## src/rtl/gpio_multi_ctrl_if.sv

```systemverilog
// CPU data-bus port of the GPIO controller: write/read strobes, word address and data.
interface gpio_multi_ctrl_if;
  logic [31:0] DATA_I;
  logic [31:0] DATA_O;
  logic [31:0] ADDR;
  logic        WRSTB;
  logic        RDSTB;

  modport master (output DATA_I, ADDR, WRSTB, RDSTB, input DATA_O);
  modport slave  (input DATA_I, ADDR, WRSTB, RDSTB, output DATA_O);
endinterface

```

## src/rtl/gpio_multi_ctrl.sv

```systemverilog
// Multi-channel memory-mapped GPIO: OUT/DIR registers, synchronised and debounced
// inputs, atomic set/clear and rising-edge interrupts with W1C status.
module gpio_multi_ctrl #(
  parameter logic [31:0] BASEADDRESS = 32'h8000_0000,
  parameter int unsigned NUM_CH      = 2,
  parameter int unsigned CH_WIDTH    = 32,
  parameter int unsigned DEBOUNCE    = 16
) (
  input  logic                       ACLK,
  input  logic                       RESET,
  gpio_multi_ctrl_if.slave           bus,
  input  logic [NUM_CH*CH_WIDTH-1:0] GPIO_IN,
  output logic [NUM_CH*CH_WIDTH-1:0] GPIO_OUT,
  output logic [NUM_CH*CH_WIDTH-1:0] GPIO_OE,
  output logic                       IRQ
);
  localparam int unsigned CntW = (DEBOUNCE > 1) ? $clog2(DEBOUNCE) : 1;
  typedef logic [CH_WIDTH-1:0] ch_t;

  ch_t out_q[NUM_CH], out_d[NUM_CH];
  ch_t dir_q[NUM_CH], dir_d[NUM_CH];
  ch_t ien_q[NUM_CH], ien_d[NUM_CH];
  ch_t ist_q[NUM_CH], ist_d[NUM_CH];
  ch_t sync1_q[NUM_CH], sync1_d[NUM_CH];
  ch_t sync2_q[NUM_CH], sync2_d[NUM_CH];
  ch_t smp_q[NUM_CH], smp_d[NUM_CH];
  ch_t deb_q[NUM_CH], deb_d[NUM_CH];
  ch_t deb_prev_q[NUM_CH], deb_prev_d[NUM_CH];
  logic [CntW-1:0] cnt_q, cnt_d;
  logic [31:0]     rdata_q, rdata_d;
  logic            irq_q, irq_d;

  logic [31:0] off;
  logic        hit;
  logic [2:0]  ch_sel, reg_sel;
  logic        tick;
  ch_t         wdata;

  assign off     = bus.ADDR - BASEADDRESS;
  assign hit     = (bus.ADDR >= BASEADDRESS) && (off < 32'(NUM_CH * 32));
  assign ch_sel  = off[7:5];
  assign reg_sel = off[4:2];
  assign wdata   = bus.DATA_I[CH_WIDTH-1:0];

  // Free-running sample-tick counter shared by all pins.
  always_comb begin
    cnt_d = cnt_q;
    tick  = 1'b1;
    if (DEBOUNCE > 1) begin
      tick  = (cnt_q == CntW'(DEBOUNCE - 1));
      cnt_d = tick ? '0 : cnt_q + CntW'(1);
    end
  end

  always_comb begin
    ch_t rise;
    ch_t w1c;
    rdata_d = rdata_q;
    irq_d   = 1'b0;
    if (bus.RDSTB) rdata_d = '0;
    for (int c = 0; c < NUM_CH; c++) begin
      out_d[c]      = out_q[c];
      dir_d[c]      = dir_q[c];
      ien_d[c]      = ien_q[c];
      sync1_d[c]    = GPIO_IN[c*CH_WIDTH +: CH_WIDTH];
      sync2_d[c]    = sync1_q[c];
      smp_d[c]      = smp_q[c];
      deb_d[c]      = deb_q[c];
      deb_prev_d[c] = deb_q[c];
      w1c           = '0;
      rise          = deb_q[c] & ~deb_prev_q[c];

      if (DEBOUNCE == 0) begin
        deb_d[c] = sync2_q[c];
      end else if (tick) begin
        // Accept a level only after two consecutive ticks agree.
        smp_d[c] = sync2_q[c];
        if (sync2_q[c] == smp_q[c]) deb_d[c] = sync2_q[c];
      end

      if (bus.WRSTB && hit && (ch_sel == 3'(c))) begin
        case (reg_sel)
          3'd0:    out_d[c] = wdata;
          3'd1:    dir_d[c] = wdata;
          3'd3:    ien_d[c] = wdata;
          3'd4:    w1c      = wdata;
          3'd5:    out_d[c] = out_q[c] | wdata;
          3'd6:    out_d[c] = out_q[c] & ~wdata;
          default: ;
        endcase
      end
      // A new edge wins over a coincident clear.
      ist_d[c] = (ist_q[c] & ~w1c) | (rise & ien_q[c]);
      irq_d    = irq_d | (|(ist_q[c] & ien_q[c]));

      if (bus.RDSTB && hit && (ch_sel == 3'(c))) begin
        case (reg_sel)
          3'd0:    rdata_d = 32'(out_q[c]);
          3'd1:    rdata_d = 32'(dir_q[c]);
          3'd2:    rdata_d = 32'(deb_q[c]);
          3'd3:    rdata_d = 32'(ien_q[c]);
          3'd4:    rdata_d = 32'(ist_q[c]);
          default: rdata_d = '0;
        endcase
      end
    end
  end

  always_ff @(posedge ACLK or posedge RESET) begin
    if (RESET) begin
      for (int c = 0; c < NUM_CH; c++) begin
        out_q[c]      <= '0;
        dir_q[c]      <= '0;
        ien_q[c]      <= '0;
        ist_q[c]      <= '0;
        sync1_q[c]    <= '0;
        sync2_q[c]    <= '0;
        smp_q[c]      <= '0;
        deb_q[c]      <= '0;
        deb_prev_q[c] <= '0;
      end
      cnt_q   <= '0;
      rdata_q <= '0;
      irq_q   <= 1'b0;
    end else begin
      for (int c = 0; c < NUM_CH; c++) begin
        out_q[c]      <= out_d[c];
        dir_q[c]      <= dir_d[c];
        ien_q[c]      <= ien_d[c];
        ist_q[c]      <= ist_d[c];
        sync1_q[c]    <= sync1_d[c];
        sync2_q[c]    <= sync2_d[c];
        smp_q[c]      <= smp_d[c];
        deb_q[c]      <= deb_d[c];
        deb_prev_q[c] <= deb_prev_d[c];
      end
      cnt_q   <= cnt_d;
      rdata_q <= rdata_d;
      irq_q   <= irq_d;
    end
  end

  always_comb begin
    GPIO_OUT = '0;
    GPIO_OE  = '0;
    for (int c = 0; c < NUM_CH; c++) begin
      GPIO_OUT[c*CH_WIDTH +: CH_WIDTH] = out_q[c];
      GPIO_OE[c*CH_WIDTH +: CH_WIDTH]  = dir_q[c];
    end
  end

  assign bus.DATA_O = rdata_q;
  assign IRQ        = irq_q;
endmodule

```

## src/flat_wrapper.sv

```systemverilog
// flat-port wrapper written by rule: the top's interface ports become plain ports
module gpio_multi_ctrl_flat 
#(
  parameter logic [31:0] BASEADDRESS = 32'h8000_0000,
  parameter int unsigned NUM_CH      = 2,
  parameter int unsigned CH_WIDTH    = 32,
  parameter int unsigned DEBOUNCE    = 16
)
  (ACLK, RESET, GPIO_IN, GPIO_OUT, GPIO_OE, IRQ, bus_DATA_I, bus_ADDR, bus_WRSTB, bus_RDSTB, bus_DATA_O);
  gpio_multi_ctrl_if bus_i ();
  input  logic ACLK;
  input  logic RESET;
  input  logic [NUM_CH*CH_WIDTH-1:0] GPIO_IN;
  output logic [NUM_CH*CH_WIDTH-1:0] GPIO_OUT;
  output logic [NUM_CH*CH_WIDTH-1:0] GPIO_OE;
  output logic IRQ;
  input wire logic [$bits(bus_i.DATA_I)-1:0] bus_DATA_I;
  input wire logic [$bits(bus_i.ADDR)-1:0] bus_ADDR;
  input wire logic [$bits(bus_i.WRSTB)-1:0] bus_WRSTB;
  input wire logic [$bits(bus_i.RDSTB)-1:0] bus_RDSTB;
  output wire logic [$bits(bus_i.DATA_O)-1:0] bus_DATA_O;
  assign bus_i.DATA_I = bus_DATA_I;
  assign bus_i.ADDR = bus_ADDR;
  assign bus_i.WRSTB = bus_WRSTB;
  assign bus_i.RDSTB = bus_RDSTB;
  assign bus_DATA_O = bus_i.DATA_O;
  gpio_multi_ctrl #(.BASEADDRESS(BASEADDRESS), .NUM_CH(NUM_CH), .CH_WIDTH(CH_WIDTH), .DEBOUNCE(DEBOUNCE)) u_core (.ACLK(ACLK), .RESET(RESET), .bus(bus_i), .GPIO_IN(GPIO_IN), .GPIO_OUT(GPIO_OUT), .GPIO_OE(GPIO_OE), .IRQ(IRQ));
endmodule
```

## config.mk

```make
export PLATFORM = sky130hd
export DESIGN_NAME = gpio_multi_ctrl_flat
export DESIGN_NICKNAME = d
export VERILOG_FILES = /design/src/rtl/gpio_multi_ctrl_if.sv /design/src/rtl/gpio_multi_ctrl.sv /design/src/flat_wrapper.sv
export SDC_FILE = /design/constraint.sdc
export NUM_CORES = 1
export LEC_CHECK = 0
export ABC_AREA = 1
export CAP_MARGIN = 20
export CORE_UTILIZATION = 64
export CTS_CLUSTER_DIAMETER = 200
export DETAILED_ROUTE_END_ITERATION = 10
export DONT_BUFFER_PORTS = 1
export GPL_TIMING_DRIVEN = 1
export PLACE_DENSITY = 0.89
export REMOVE_ABC_BUFFERS = 1
export SYNTH_ARGS = -nofsm -noshare
export SYNTH_HDL_FRONTEND = slang
export SYNTH_SLANG_ARGS = --single-unit
```

## constraint.sdc

```tcl
create_clock -name ACLK -period 27.4 [get_ports ACLK]
set_input_delay 6.85 -clock ACLK [delete_from_list [all_inputs] [get_ports ACLK]]
set_output_delay 6.85 -clock ACLK [all_outputs]
set_load 0.01 [all_outputs]
```

==> results of run 1 <==
## layer usage
metal / track usage, % / wire length (um)
met5: 0 / 64
met4: 27.0 / 6590
met3: 15.4 / 14100
met2: 60.2 / 40400
met1: 51.3 / 32300
## synthesized netlist by cell type
cell,number
sky130_fd_sc_hd__a21oi_1,2
sky130_fd_sc_hd__a221oi_1,5
sky130_fd_sc_hd__a22o_1,4
sky130_fd_sc_hd__buf_1,18
sky130_fd_sc_hd__buf_2,79
sky130_fd_sc_hd__buf_4,6
sky130_fd_sc_hd__clkbuf_1,157
sky130_fd_sc_hd__dfrtp_1,613
sky130_fd_sc_hd__ha_1,1
sky130_fd_sc_hd__inv_1,213
sky130_fd_sc_hd__inv_2,5
sky130_fd_sc_hd__nand2_1,1390
sky130_fd_sc_hd__nand3_1,391
sky130_fd_sc_hd__nand3b_1,1
sky130_fd_sc_hd__nand4_1,304
sky130_fd_sc_hd__nor2_1,218
sky130_fd_sc_hd__nor2_2,3
sky130_fd_sc_hd__nor3_1,8
sky130_fd_sc_hd__nor3_2,2
sky130_fd_sc_hd__nor3b_1,1
sky130_fd_sc_hd__o21ai_0,88
sky130_fd_sc_hd__o21ai_1,24
sky130_fd_sc_hd__o21bai_1,64
sky130_fd_sc_hd__or2_2,1
sky130_fd_sc_hd__xnor2_1,24
sky130_fd_sc_hd__xor2_1,4
## cell families after synthesis
kind of cell               after synthesis  share of synthesized area [%]
buffers and inverters                  478                           6.69
AOI/OAI and AO/OA                      187                           3.95
adders and majority gates                1                         0.0437
DFF                                    613                           53.6
xor gates and xnor gates                28                          0.856
and+or+nand+nor                       2319                           34.9
## sequential cells by signal (all words and copies together), names as in the netlist
signal,cells
u_core.IRQ,1
u_core.ien_q,64
u_core.GPIO_OUT,64
u_core.deb_prev_d,64
u_core.ist_q,64
u_core.cnt_q,4
u_core.bus.DATA_O,32
u_core.smp_q,64
u_core.GPIO_OE,64
u_core.deb_prev_q,64
u_core.sync2_q,64
u_core.sync1_q,64
## worst paths after layout
path / slack, ns / depth (start not counted) / endpoint
max: 17.69 / 10 / u_core.GPIO_OUT[61]
min: 0.34 / 0 / u_core.sync2_q[41]
max reg2reg: 23.83 / 10 / u_core.deb_prev_d[23]
min reg2reg: 0.34 / 0 / u_core.sync2_q[41]
max in group asynchronous: 18.66 / 3 / u_core.bus.DATA_O[14]
min in group asynchronous: 6.29 / 1 / u_core.sync2_q[8]
## worst max-delay path: stages
cell and delay, ns:
sky130_fd_sc_hd__nor2_1 0.16, sky130_fd_sc_hd__nand2_1 0.07, sky130_fd_sc_hd__nor2_1 0.13, sky130_fd_sc_hd__nand2_1 0.08, sky130_fd_sc_hd__nor3_2 0.12, sky130_fd_sc_hd__buf_4 0.73, sky130_fd_sc_hd__nand4_1 1.19, sky130_fd_sc_hd__buf_4 0.65
sky130_fd_sc_hd__nand2_1 0.12, sky130_fd_sc_hd__nand2_1 0.06
## power groups by stage
stage	sequential [mW]	combinational [mW]	clock [mW]
after global placement	0.947	0.0895	0
after detailed placement	0.948	0.0912	0
after CTS	0.931	0.0921	0.931
final	0.932	0.0947	0.930
after global routing	0.932	0.103	0.967
after floorplan	0.944	0.0602	0
## through the flow
stage / area [um^2] / setup WS [ns] / std cells / utilization, % / hold WS (ns)
final: 31100 / 17.69 / 4118 / 70.3 / 0.338
after global routing: 31100 / 17.64 / 4117 / 70.3 / 0.350
after detailed placement: 28800 / 17.07 / 3996 / 65.1 / 0.335
after floorplan: 27500 / 3.39 / 3366 / - / 0.331
after global placement: 28700 / 17.06 / 3994 / 65.0 / 0.331
after CTS: 31000 / 17.56 / 4111 / 70.1 / 0.342
## layout make-up
| type | count | area [um^2] | area share [%] |
|---|---|---|---|
| Sequential cell | 613 | 15300 | 49.3 |
| Multi-Input combinational cell | 2535 | 11500 | 37.0 |
| Clock buffer | 88 | 1870 | 6.01 |
| Inverter | 218 | 828 | 2.66 |
| Tap cell | 592 | 741 | 2.38 |
| Timing Repair Buffer | 42 | 433 | 1.39 |
| Clock inverter | 27 | 367 | 1.18 |
| Antenna cell | 3 | 7.51 | 0.0241 |
==> flow_results.org, run 1 <==
** Synthesis
- The synthesized netlist contains 26 unique library cells.
- Summed over its instances, the top area cell type makes up 53.6% of the synthesized netlist area.
- Cell type with the highest aggregate area in the netlist :: sky130_fd_sc_hd__dfrtp_1
- The synthesized netlist occupies a cell area of 0.0286 mm^2.
- Cell count after synthesis :: 3626
- Seq/Total Area, Yosys :: approximately 54%
- Post-synthesis average cell area :: 7.90 um^2
- Top cells by area in the synthesized netlist :: sky130_fd_sc_hd__dfrtp_1, sky130_fd_sc_hd__nand2_1, sky130_fd_sc_hd__nand3_1, sky130_fd_sc_hd__nand4_1, sky130_fd_sc_hd__nor2_1
- For this run, the number of Yosys warnings is 0.
- After synthesis the netlist holds a flip-flop and latch count of 613.

** Drt
- Post-route DRC :: 0
- The routed layout has ~26000 vias.
- Dividing the detail-routed wire length by the instance count gives ~23 um.
- The routed design has between 90 and 100 mm of wire.
- In this run the remaining antenna-violating nets after routing total 0.
- Initial drt markers :: 4080
- After detailed routing, the number of vias per cell comes to between 6 and 7.
- The first detailed-routing pass took 7 iterations.

** Floorplanning
- The die covers 0.0456 mm^2.
- The die is 214 um tall.
- The core region is 0.0442 mm^2.
- Horizontal die dimension :: 214 um
- I/O pin count :: 293
- Effective utilization at floorplan :: 64.8%
- In this run the core area contains between 70 and 80 standard-cell rows.

** Setup path
- The worst setup path is captured at a flip-flop.
- For the worst setup path, the data arrival time is 10.20 ns.
- At the worst endpoint, the required time is 27.89 ns.
- CP Launch Type :: input port
- Crit Path Class :: in2reg
- Crit. Startpoint :: bus_ADDR[13]
- The worst register-to-register path begins at u_core.cnt_q[0].
- Crit path max fanout :: 66

** Clocking
- At the later pin of the worst-skew pair, clock insertion delay measures roughly 0.61 ns.
- Clock buffers created by TritonCTS :: 66
- Once the clock tree was built, the setup fixing pass inserted 0 buffers.
- Maximum root-to-sink buffer count :: 3
- Clock Root Buffer :: sky130_fd_sc_hd__clkbuf_16
- Post-CTS repair changed the size of 0 cells.
- Level count of the clock H-tree :: 3
- After clock tree synthesis, the flow added hold-fix buffers numbering 0.
- Total number of clock tree sinks :: ~610
- Clock-pin slew was measured on the worst setup and hold paths at roughly 0.06 ns.
- Clock tree from TritonCTS :: yes

** Run
- Reported max-cap violation count :: 0

** Global routing
- Global-route congestion overflow total :: 0
- The first global-routing pass estimated 140 mm of wire.
- The number of antenna violations at the first check in global routing is 8.
- The via count of the first global-routing pass was 25000.
- All-Layer GR Usage :: 41.1%
- Entering global routing, the biggest net connects 169 pins.

** STA
- Derived from the worst setup path, the maximum achievable clock frequency is 0.103 GHz.
- Relative slew margins :: 16.0%
- Setup violations remaining at the end of the flow were counted as 0.
- Of the available clock period, the critical path in the final layout requires 35.4%.
- Setup repair after global routing left no endpoint under its margin.
- Total Neg Setup Slack :: 0 ns
- Counting I/O delays and the setup requirement, the final critical path takes 9.71 ns.
- Clk_skew :: 0.0227 ns
- For the pin with the worst max-slew slack, the measured transition is 1.26 ns.
- Final count of pins violating max slew :: 0
- The final hold violation count was 0.

** Place
- Final weighted congestion in routability-driven placement :: around 0.9
- I/O Buffers :: 0
- The wire-length estimate of the detail-placed layout is 54.4 mm.

** Layout
- Share of layout cells above drive strength 1 :: 4.97%
- From synthesis to final layout, the design area changed by 8.61%.
- The net count of the finished layout is 3609.
- Number of filler cells placed in the layout :: 3276
- Leading cell types in the layout, fill and taps excluded :: sky130_fd_sc_hd__nand2_1, sky130_fd_sc_hd__dfrtp_1, sky130_fd_sc_hd__nand3_1
- Leaving out fill and tap cells, the most frequent cell in the layout is sky130_fd_sc_hd__nand2_1.

** Pwr
- Switching power total :: approximately 0.46 mW
- Combinational power share :: 4.8%
- VDD sags by at most just under 0.07 mV.
- Switching portion of total power :: 23.6%
- Power spread over the standard cell area amounts to 62.9 mW/mm^2.
- The design draws between 1.5 and 2 mW.
- Clock power share :: 47.5%
- Summed over all cells, the static leakage comes to about 16 nW.
- Seq pwr share :: 47.6%
- Internal power :: 1.50 mW

** Worst hold path
- Hold WC Path Type :: reg2reg
- The startpoint identified for the worst hold timing path is u_core.sync1_q[41].

** Status
- Result of the run :: complete, no violations
(Power assumes the default switching activity.)
==> run 2, diff against run 1 <==
--- a/config.mk
+++ b/config.mk
@@ -7,12 +7,12 @@
 export LEC_CHECK = 0
 export ABC_AREA = 1
 export CAP_MARGIN = 20
-export CORE_UTILIZATION = 64
+export CORE_UTILIZATION = 58
 export CTS_CLUSTER_DIAMETER = 200
 export DETAILED_ROUTE_END_ITERATION = 10
 export DONT_BUFFER_PORTS = 1
 export GPL_TIMING_DRIVEN = 1
-export PLACE_DENSITY = 0.89
+export PLACE_DENSITY = 0.85
 export REMOVE_ABC_BUFFERS = 1
 export SYNTH_ARGS = -nofsm -noshare
 export SYNTH_HDL_FRONTEND = slang
==> constraint.sdc (replaced) <==
create_clock -name ACLK -period 8.9 [get_ports ACLK]
set_input_delay 2.225 -clock ACLK [delete_from_list [all_inputs] [get_ports ACLK]]
set_output_delay 2.225 -clock ACLK [all_outputs]
set_load 0.01 [all_outputs]
==> run 2 against run 1 <==
  * Setup slack got worse by 14 ns
  * Worst hold slack barely moved
  * Final cell count increased by 1.9%
  * Design area is 0.75% higher
  * Highest routed layer unchanged
==> flow_results.org, run 2 (same netlist as run 1, synthesis figures left out) <==
** Floorplanning
- The die is 224 um wide.
- I/O pin count :: 293
- The die covers 0.0503 mm^2.
- The floorplan has 81 rows.
- Die height :: between 200 and 250 um
- Effective utilization at floorplan :: 58.6%
- Core Area :: approximately 0.049 mm^2

** Setup path
- Buffering stage count on the worst path with inverters included :: 2
- The worst register-to-register path begins at u_core.cnt_q[0].
- Maximum single-stage delay on the critical path :: about 1.1 ns
- CP Data Required Time :: 9.38 ns
- By startpoint and endpoint, the worst setup path is classified as in2reg.
- STA classifies the critical path endpoint as a flip-flop.
- Crit path max fanout :: 74
- Family with the most delay on the worst path :: simple AND/OR/NAND/NOR gates
- Sequence of cells on the critical path :: inv_4 > nand3_1 > inv_2 > nand3_2 > nand2_1 > nand2_1
- The critical path runs through a total of 6 cells.
- CP Launch Type :: input port
- The slowest stage of the critical path is the sky130_fd_sc_hd__nand3_2 cell.
- Among the stages of the critical path, the cell type that occurs most often is sky130_fd_sc_hd__nand2_1.
- In this run the register-to-register setup slack is about 5.6 ns.
- Reg-to-reg endpoint :: u_core.deb_prev_d[15]
- Cell count of the worst reg-to-reg path :: 10
- Data arrives at the worst endpoint at 5.47 ns.

** STA
- The final hold violation count came to 0.
- The max-slew violation count is 0.
- Clk_skew :: just over 0.02 ns
- At the pin with the least slew margin, the transition time is 1.24 ns.
- After layout, the worst path uses 56.0% of the clock period.
- Minimum period implied by the final worst setup slack :: ~5.0 ns
- Setup violations remaining at the end of the flow were counted as 0.
- Post-Route Hold Slack :: 0.338 ns
- Relative slew margins :: 17.2%
- Setup repair after global routing missed its margin :: no
- Based on the critical path, the design can be clocked at up to 0.201 GHz.

** Clocking
- At the later pin of the worst-skew pair, clock insertion delay measures 0.61 ns.
- Level count of the clock H-tree :: 3
- Post-CTS setup buffers :: 0
- In this run the clock root is driven by a sky130_fd_sc_hd__clkbuf_16.
- Worst-path clk slew :: 0.06 ns
- Counting every sink on the clock net gives 613.
- Buffers inserted during clock tree synthesis total 66.
- The longest clock path from root to sink contains 3 buffers.
- Quantity of hold-fixing buffers added after cts :: 0
- Gates resized during post-CTS repair numbered 0.
- Clock tree from TritonCTS :: yes

** Drt
- For this block, the via count after detailed routing is 26200.
- After detailed routing, the number of vias per cell comes to between 6 and 7.
- For this run, the detailed router's first-pass iteration total came to 7.
- Initial drt markers :: ~3800
- For this run, design rule violations remaining after detail routing come to 0.
- Summed over all layers, the routed wires come to roughly 94 mm.
- The detail route stage leaves a number of antenna-violating nets equal to 0.
- Dividing the detail-routed wire length by the instance count gives 22.5 um.

** Layout
- Commonest non-fill, non-tap cell in the layout :: sky130_fd_sc_hd__nand2_1
- Share of layout cells above drive strength 1 :: ~5.2%
- Leading cell types in the layout, fill and taps excluded :: sky130_fd_sc_hd__nand2_1, sky130_fd_sc_hd__dfrtp_1, sky130_fd_sc_hd__nand3_1
- Cells fill 64.2% of the core in the end.
- At the end of the flow, the number of nets in the layout was 3610.
- Leaving out filler cells and counting taps, the final layout contains 4198.
- Area growth, synth to finish :: 9.43%
- Number of filler cells placed in the layout :: 3932
- Final instance area :: 0.0313 mm^2

** Global routing
- The first global-routing pass estimated 145 mm of wire.
- The total overflow left after global routing is 0.
- The via count of the first global-routing pass is 24900.
- Pin count of the biggest net entering global routing :: 179
- Antenna violations before repair :: 8
- All-Layer GR Usage :: 38.0%

** Place
- Summed over all nets, the half-perimeter wirelength after detailed placement is approximately 55 mm.
- I/O Buffers :: 0
- Including well taps, the total number of placed cells is 4072.
- The congestion estimate from routability-driven global placement came to ~0.91.
- Cell area after placement :: approximately 0.029 mm^2

** Pwr
- Internal power :: 4.76 mW
- In this run, the combinational gates consume under 10% of the power.
- Pwr Density :: 198 mW/mm^2
- Summed over all nets, the switching power comes to about 1.4 mW.
- P_leak :: 16.3 nW
- Worst IR drop on VDD :: around 0.20 mV
- Seq pwr share :: 46.3%
- Net switching is 23.2% of the power.
- The design draws ~6.2 mW.
- Clock power share :: 48.9%

** Worst hold path
- Hold path startpoint :: u_core.sync1_q[1]
- The worst hold path was traced through 0 stages.
- The worst hold path terminates at u_core.sync2_q[1].
- Hold WC Path Type :: reg2reg

** Run
- The tool flagged a number of max-cap violations equal to 0.

** Status
- Result of the run :: complete, no violations
-- run 2: cell types whose count changed in the layout (fill, tap and decap cells not counted), moves of 2 or more --
cell                        previous run  this run
sky130_fd_sc_hd__clkinv_2              9         6
sky130_fd_sc_hd__clkbuf_1             12         7
sky130_fd_sc_hd__diode_2               3         5
sky130_fd_sc_hd__buf_4                33        38
sky130_fd_sc_hd__clkbuf_16            69        73
sky130_fd_sc_hd__inv_6                 4         1
sky130_fd_sc_hd__buf_8                 2         0
sky130_fd_sc_hd__clkbuf_8              7        21
-- run 2: worst max-delay path by stage --
stage	endpoint	slack, ns	startpoint
2_1_floorplan	u_core.GPIO_OE[0]	-10.49	RESET
3_3_place_gp	u_core.GPIO_OUT[41]	3.61	bus_ADDR[4]
3_5_place_dp	u_core.ien_q[5]	3.49	bus_ADDR[4]
4_1_cts	u_core.ien_q[5]	4.10	bus_ADDR[4]
5_1_grt	u_core.ien_q[17]	3.90	bus_ADDR[4]
6_report	u_core.ien_q[63]	3.91	bus_ADDR[4]
-- run 2: cell type report --
type,count,area (um^2),area share [%]
Sequential cell,613,15300,48.9
Multi-Input combinational cell,2535,11500,36.7
Clock buffer,101,2140,6.84
Tap cell,664,831,2.65
Inverter,218,828,2.64
Timing Repair Buffer,43,393,1.25
Clock inverter,19,288,0.918
Antenna cell,5,12.5,0.0399
-- run 2: power by group through the flow --
stage	registers (mW)	logic, mW	clock network [mW]
global route	2.87	0.324	3.14
global placement	2.92	0.280	0
detailed placement	2.92	0.285	0
floorplan	2.91	0.185	0
CTS	2.87	0.287	3.03
finish	2.87	0.295	3.03
-- run 2: layer usage --
layer / part of all wire, % / wire, um / track usage, % / up-vias
li1: - / - / - / 11500
met5: 0.036 / 34 / 0 / -
met3: 14 / 13700 / 11.3 / 434
met2: 43 / 40800 / 56.0 / 2034
met1: 36 / 33900 / 49.2 / 12200
met4: 6.3 / 5950 / 23.9 / 6
-- run 2: per-stage QoR --
stage,setup WS (ns),setup TNS [ns]
after floorplan,-10.49,-7195.90
after global placement,3.61,0
after detailed placement,3.49,0
after CTS,4.10,0
after global routing,3.90,0
final,3.91,0
